===== src/rtl/transform_streamer.sv =====
// Streams the lhs/rhs characters of one requested line from the pair memory as a valid/ready byte stream.
// Define TRANSFORM_STREAMER_EOL_EN to append a 0x0A end-of-line character (out_last on it) to every line.
module transform_streamer #(
   parameter int CHAR_W = 8,
   parameter int ADDR_W = 8,
   parameter int LINE_W = 8,
   parameter int LEN_W  = 8
) (
   input  logic                    clk,
   input  logic                    rst,
   input  logic                    req_valid,
   output logic                    req_ready,
   input  logic [LINE_W-1:0]       req_line,
   input  logic [1:0]              req_mode,
   input  logic                    abort,
   output logic [LINE_W-1:0]       ptr_line,
   input  logic [LEN_W+ADDR_W-1:0] ptr_data,
   output logic [ADDR_W-1:0]       mem_addr,
   input  logic [2*CHAR_W-1:0]     mem_dout,
   output logic                    out_valid,
   input  logic                    out_ready,
   output logic [CHAR_W-1:0]       out_char,
   output logic                    out_side,
   output logic                    out_last,
   output logic                    done
);

   typedef enum logic [2:0] {
      S_IDLE,
      S_LOOKUP,
      S_FETCH,
      S_EMIT0,
      S_EMIT1
`ifdef TRANSFORM_STREAMER_EOL_EN
      , S_EOL
`endif
   } state_t;

   state_t              state_q, state_d;
   logic [1:0]          mode_q, mode_d;
   logic [LINE_W-1:0]   ptr_line_q, ptr_line_d;
   logic [LEN_W-1:0]    len_q, len_d;
   logic [LEN_W-1:0]    count_q, count_d;
   logic [ADDR_W-1:0]   mem_addr_q, mem_addr_d;
   logic [2*CHAR_W-1:0] pair_q, pair_d, pair_w;
   logic                fresh_q, fresh_d;
   logic                done_q, done_d;
   logic                last_pair, advance, side_w;

   always_ff @(posedge clk) begin
      if (rst) begin
         state_q    <= S_IDLE;
         mode_q     <= 2'b00;
         ptr_line_q <= '0;
         len_q      <= '0;
         count_q    <= '0;
         mem_addr_q <= '1;
         pair_q     <= '0;
         fresh_q    <= 1'b0;
         done_q     <= 1'b0;
      end else begin
         // NOTE: state registers use non-blocking assignments so every flop samples pre-edge values.
         state_q    <= state_d;
         mode_q     <= mode_d;
         ptr_line_q <= ptr_line_d;
         len_q      <= len_d;
         count_q    <= count_d;
         mem_addr_q <= mem_addr_d;
         pair_q     <= pair_d;
         fresh_q    <= fresh_d;
         done_q     <= done_d;
      end
   end

   always_comb begin
      // NOTE: every output of this block gets a default first, so no path can infer a latch.
      state_d    = state_q;
      mode_d     = mode_q;
      ptr_line_d = ptr_line_q;
      len_d      = len_q;
      count_d    = count_q;
      mem_addr_d = mem_addr_q;
      // The first EMIT0 cycle sees the word straight from memory; later stall cycles replay the held copy.
      pair_w     = (state_q == S_EMIT0 && fresh_q) ? mem_dout : pair_q;
      pair_d     = pair_w;
      fresh_d    = 1'b0;
      done_d     = 1'b0;
      last_pair  = (count_q == len_q - LEN_W'(1));
      advance    = 1'b0;
      side_w     = 1'b0;
      out_valid  = 1'b0;
      out_char   = '0;
      out_side   = 1'b0;
      out_last   = 1'b0;

      unique case (state_q)
         S_IDLE: begin
            if (req_valid) begin
               mode_d     = req_mode;
               ptr_line_d = req_line;
               state_d    = S_LOOKUP;
            end
         end
         S_LOOKUP: begin
            len_d   = ptr_data[LEN_W+ADDR_W-1:ADDR_W];
            count_d = '0;
            if (ptr_data[LEN_W+ADDR_W-1:ADDR_W] == '0) begin
`ifdef TRANSFORM_STREAMER_EOL_EN
               state_d = S_EOL;
`else
               state_d = S_IDLE;
               done_d  = 1'b1;
`endif
            end else begin
               state_d    = S_FETCH;
               mem_addr_d = ptr_data[ADDR_W-1:0];
            end
         end
         S_FETCH: begin
            state_d = S_EMIT0;
            fresh_d = 1'b1;
         end
         S_EMIT0: begin
            out_valid = 1'b1;
            side_w    = mode_q[0];
            out_side  = side_w;
            out_char  = side_w ? pair_w[CHAR_W-1:0] : pair_w[2*CHAR_W-1:CHAR_W];
`ifndef TRANSFORM_STREAMER_EOL_EN
            out_last  = !mode_q[1] && last_pair;
`endif
            if (out_ready) begin
               if (mode_q[1]) state_d = S_EMIT1;
               else           advance = 1'b1;
            end
         end
         S_EMIT1: begin
            out_valid = 1'b1;
            side_w    = ~mode_q[0];
            out_side  = side_w;
            out_char  = side_w ? pair_w[CHAR_W-1:0] : pair_w[2*CHAR_W-1:CHAR_W];
`ifndef TRANSFORM_STREAMER_EOL_EN
            out_last  = last_pair;
`endif
            if (out_ready) advance = 1'b1;
         end
`ifdef TRANSFORM_STREAMER_EOL_EN
         S_EOL: begin
            out_valid = 1'b1;
            out_char  = CHAR_W'(8'h0A);
            out_last  = 1'b1;
            if (out_ready) begin
               state_d    = S_IDLE;
               done_d     = 1'b1;
               mem_addr_d = '1;
            end
         end
`endif
         default: state_d = S_IDLE;
      endcase

      if (advance) begin
         if (last_pair) begin
`ifdef TRANSFORM_STREAMER_EOL_EN
            state_d = S_EOL;
`else
            state_d    = S_IDLE;
            done_d     = 1'b1;
            mem_addr_d = '1;
`endif
         end else begin
            count_d    = count_q + LEN_W'(1);
            mem_addr_d = mem_addr_q + ADDR_W'(1);
            state_d    = S_FETCH;
         end
      end

      // Abort wins over a same-cycle handshake: that character is treated as never sent.
      if (abort && state_q != S_IDLE) begin
         state_d    = S_IDLE;
         mem_addr_d = '1;
         done_d     = 1'b0;
      end
   end

   assign req_ready = (state_q == S_IDLE);
   assign ptr_line  = ptr_line_q;
   assign mem_addr  = mem_addr_q;
   assign done      = done_q;

endmodule

===== config.mk =====
export PLATFORM = sky130hd
export DESIGN_NAME = transform_streamer
export DESIGN_NICKNAME = d
export VERILOG_FILES = /design/src/rtl/transform_streamer.sv
export SDC_FILE = /design/constraint.sdc
export NUM_CORES = 1
export LEC_CHECK = 0
export CELL_PAD_IN_SITES_DETAIL_PLACEMENT = 2
export CELL_PAD_IN_SITES_GLOBAL_PLACEMENT = 2
export CORE_UTILIZATION = 29
export DETAILED_ROUTE_END_ITERATION = 12
export GPL_TIMING_DRIVEN = 0
export HOLD_SLACK_MARGIN = 0.15
export PLACE_DENSITY = 0.86
export SYNTH_ARGS = -nofsm -noshare
export SYNTH_HDL_FRONTEND = slang
export SYNTH_SLANG_ARGS = --single-unit

===== constraint.sdc =====
create_clock -name clk -period 4.7 [get_ports clk]
set_input_delay 0.94 -clock clk [delete_from_list [all_inputs] [get_ports clk]]
set_output_delay 0.94 -clock clk [all_outputs]
set_load 0.005 [all_outputs]

==> Implementation_results.wiki <==
{| class="wikitable"
! Metric !! Value
|-
| Result of the run || finished, final reports clean
|-
| Post-synthesis to final-layout area growth || 36.9%
|-
| Later-pin clock latency in the skew report || 330 ps
|-
| Overall track demand over capacity in global routing || 0.199
|-
| Total CTS buffers || 5
|-
| Fraction of final layout cells with drive strength greater than 1 || 0.0618
|-
| RSZ-0062 raised after global routing || false
|-
| Ports placed on the boundary || 76
|-
| Number of violations reported at the end of detailed-routing iteration 0 || 69
|-
| Clock-pin slew on the worst setup and hold paths || 100 ps
|-
| Final #Nets || 470
|-
| Clk buf depth || 2
|-
| Upper clock frequency limit || 255 MHz
|-
| Filler cell count || 1052
|-
| Max-cap viol count || 0
|-
| Number of global-route vias before repair || 3085
|-
| Number of buffer cells added on primary ports || 74
|-
| Largest net degree at the start of global routing || 19
|-
| Hold buffers post-CTS || 0
|-
| Final hold violations || 0
|-
| Asr flop ratio synth || 0
|-
| DIE WIDTH || 99.5 microns
|-
| Hold WC Path Type || register to register
|-
| Multiplexer area fraction after synthesis || 0.0695
|-
| Pin slew with the least headroom to its limit || 839 ps
|-
| Number of flops mapped to enable cells by yosys || 0
|-
| Fraction of the mapped netlist area in adder cells || 0.0136
|-
| Via count normalized by instance count || 5.00
|-
| Post-cts repair resize count || 0
|-
| Routed WL || 9160 microns
|-
| Number of placement rows || 35
|-
| Synth Warn # || 0
|-
| Xor-xnor portion of the synthesized cell area || 0.0382
|-
| Most instantiated flip-flop cell in the synthesis netlist || sky130_fd_sc_hd__dfxtp_1
|-
| Fraction of the mapped netlist area in simple logic gates || 0.272
|-
| Maximum fanout along the worst path || 6
|-
| Global placement routability congestion || 0.729
|-
| Number of buffers inserted to repair setup after CTS || 0
|-
| Final worst-path cycle share || 0.835
|-
| Clock sink total || 55
|-
| Max-slew violation total from the final report || 0
|-
| CP startpoint kind || register
|-
| Effective utilization at floorplan || 0.298
|-
| Setup TNS Final || 0 ps
|-
| Critical path required time || 3760 ps
|-
| Post-detail-place hpwl || 6910 microns
|-
| Data arrival at the endpoint of the critical path || 2990 ps
|-
| Number of standard cells after synthesis || 339
|-
| Global-route wire length before repair || 15700 microns
|-
| Category of the most critical setup path || register to output pin
|-
| Total Die Area || 0.00989 sq mm
|-
| CTS Root Buffer Type || sky130_fd_sc_hd__clkbuf_8
|-
| Total power divided by cell area || 301 mW/mm^2
|-
| Diodes inserted || 0
|-
| Number of distinct library cells after synthesis || 50
|-
| Time the worst path needs with I/O delays and setup || 3930 ps
|-
| Post-synthesis average cell area || 8.12 sq um
|-
| Maximum level of the CTS H-tree || 2
|-
| TritonCTS clock tree || done
|-
| Post-place setup slack || 1110 ps
|-
| Setup slack of the most critical reg-to-reg path || 2190 ps
|-
| Largest family of logic cells by synthesized area || simple AND/OR/NAND/NOR gates
|-
| Antenna Nets Post-Route || 0
|-
| Number of flip-flops and latches in the synthesized netlist || 55
|-
| Die H || 99.5 microns
|-
| Share of the synthesized area in compound gates (AO/OA/AOI/OAI) || 0.168
|-
| Count of TritonRoute iterations in the first routing pass || 4
|-
| Post-synthesis instance area || 0.00275 sq mm
|-
| Antenna violations before repair || 0
|-
| Total global routing overflow || 0
|-
| Final setup skew || 13.1 ps
|-
| Total DRC errors in the routed layout || 0
|-
| Core outline area || 0.00924 sq mm
|-
| Synthesized netlist net count || 389
|-
| Average wire length per cell after detail routing || 16.7 microns
|-
| Count of final setup violators || 0
|-
| Worst max-slew margin expressed relative to the limit || 0.441
|-
| Part of the Yosys area used for sequential elements || 0.400
|-
| Worst ir drop on vdd || 0.184 mV
|-
| Leakage power summed over all cells || 1.51 nW
|-
| Sort of element at the end of the critical path || output pin
|-
| Number of vias after detailed routing || 2751
|-
| Setup slack of the critical path after layout || 774 ps
|}
## cell usage in the layout (no fill, tap or decap), types with 3 or more instances in the layout
master                             n
sky130_fd_sc_hd__dfxtp_1          55
sky130_fd_sc_hd__nor2_1           32
sky130_fd_sc_hd__inv_1             7
sky130_fd_sc_hd__o21ai_0           3
sky130_fd_sc_hd__nand2b_1          7
sky130_fd_sc_hd__or2_2             4
sky130_fd_sc_hd__a31oi_1           3
sky130_fd_sc_hd__mux2i_1          18
sky130_fd_sc_hd__nand4_1           3
sky130_fd_sc_hd__o31ai_1           3
sky130_fd_sc_hd__o22ai_1           8
sky130_fd_sc_hd__a21oi_1          32
sky130_fd_sc_hd__and2_1            4
sky130_fd_sc_hd__clkbuf_8          5
sky130_fd_sc_hd__nand3_1          16
sky130_fd_sc_hd__xor2_1            6
sky130_fd_sc_hd__clkdlybuf4s50_1  74
sky130_fd_sc_hd__ha_1              3
sky130_fd_sc_hd__nor4_1            5
sky130_fd_sc_hd__xnor2_1           6
sky130_fd_sc_hd__nor3_1            9
sky130_fd_sc_hd__a21o_1            6
sky130_fd_sc_hd__clkbuf_1         13
sky130_fd_sc_hd__nand2_1          61
## layer usage
metal / up-vias / track usage / share of wire
met5: - / 0 / 0
met4: 0 / 0.0396 / 0.0090
met1: 1345 / 0.233 / 0.43
met3: 8 / 0.0492 / 0.046
met2: 56 / 0.366 / 0.52
li1: 1342 / - / -
## registers in the layout, summed over array words and instances, names as in the netlist
name      cells
pair_q       16
count_q       8
len_q         8
mem_addr      8
ptr_line      8
state_q       3
mode_q        2
done          1
fresh_q       1
## where the power goes
group	leakage, nW	total (W)	internal, W	switching [W]
Sequential	0.447	0.000521	0.000491	0.0000299
Combinational	1.01	0.000272	0.000134	0.000138
Clock	0.0548	0.000341	0.000161	0.000180
## path summary, 6_finish.rpt
path                    start          end  cells after the start
setup / recovery     len_q[0]     out_last                      6
hold / removal    ptr_line[2]  ptr_line[2]                      2
setup reg to reg     len_q[0]   count_q[6]                      7
hold reg to reg   ptr_line[2]  ptr_line[2]                      2
## critical path, stage by stage, from the launching register on
cell                              delay (ps)
sky130_fd_sc_hd__dfxtp_1                 400
sky130_fd_sc_hd__or4_1                   580
sky130_fd_sc_hd__nor4_1                  310
sky130_fd_sc_hd__nor4_1                  140
sky130_fd_sc_hd__or4_1                   530
sky130_fd_sc_hd__a21oi_1                 190
sky130_fd_sc_hd__clkdlybuf4s50_1         520
## through the flow
stage | cell area, sq um | utilization | instances | total power (W) | hold slack (ps)
after global routing | 3770 | 0.408 | 550 | 0.00120 | 491
after global placement | 3660 | 0.396 | 542 | 0.000791 | 443
after CTS | 3770 | 0.408 | 550 | 0.00115 | 473
final | 3770 | 0.408 | 550 | 0.00113 | 468
after detailed placement | 3660 | 0.396 | 542 | 0.000804 | 457
after floorplan | 2750 | - | 339 | 0.000680 | 445
## cell families after synthesis
kind of cell | after synthesis
and+or+nand+nor | 157
AOI/OAI and AO/OA | 68
DFF | 55
buffers and inverters | 25
muxes | 19
xor gates and xnor gates | 12
adders and majority gates | 3
## area by class of cell
cell class / instances / area [sq um] / area share
clock inverters: 3 / 46.3 / 0.0123
repair buffers: 74 / 741 / 0.196
plain buffers: 18 / 81.3 / 0.0216
multi-input cells: 259 / 1550 / 0.410
clock buffers: 5 / 68.8 / 0.0182
flip-flops and latches: 55 / 1100 / 0.292
inverters: 7 / 26.3 / 0.00697
well taps: 129 / 161 / 0.0428
## synthesized netlist by cell type, types with 5 or more instances
master	n	area (sq um)
sky130_fd_sc_hd__mux2i_1	18	180
sky130_fd_sc_hd__nand2b_1	7	43.8
sky130_fd_sc_hd__nand2_1	61	229
sky130_fd_sc_hd__inv_1	7	26.3
sky130_fd_sc_hd__nor2_1	32	120
sky130_fd_sc_hd__dfxtp_1	55	1100
sky130_fd_sc_hd__nor4_1	5	31.3
sky130_fd_sc_hd__a21o_1	6	45.0
sky130_fd_sc_hd__xnor2_1	6	52.6
sky130_fd_sc_hd__nand3_1	16	80.1
sky130_fd_sc_hd__a21oi_1	32	160
sky130_fd_sc_hd__nor3_1	9	45.0
sky130_fd_sc_hd__clkbuf_1	13	48.8
sky130_fd_sc_hd__o22ai_1	8	50.1
sky130_fd_sc_hd__xor2_1	6	52.6
Power figures use the tool's default switching activity.
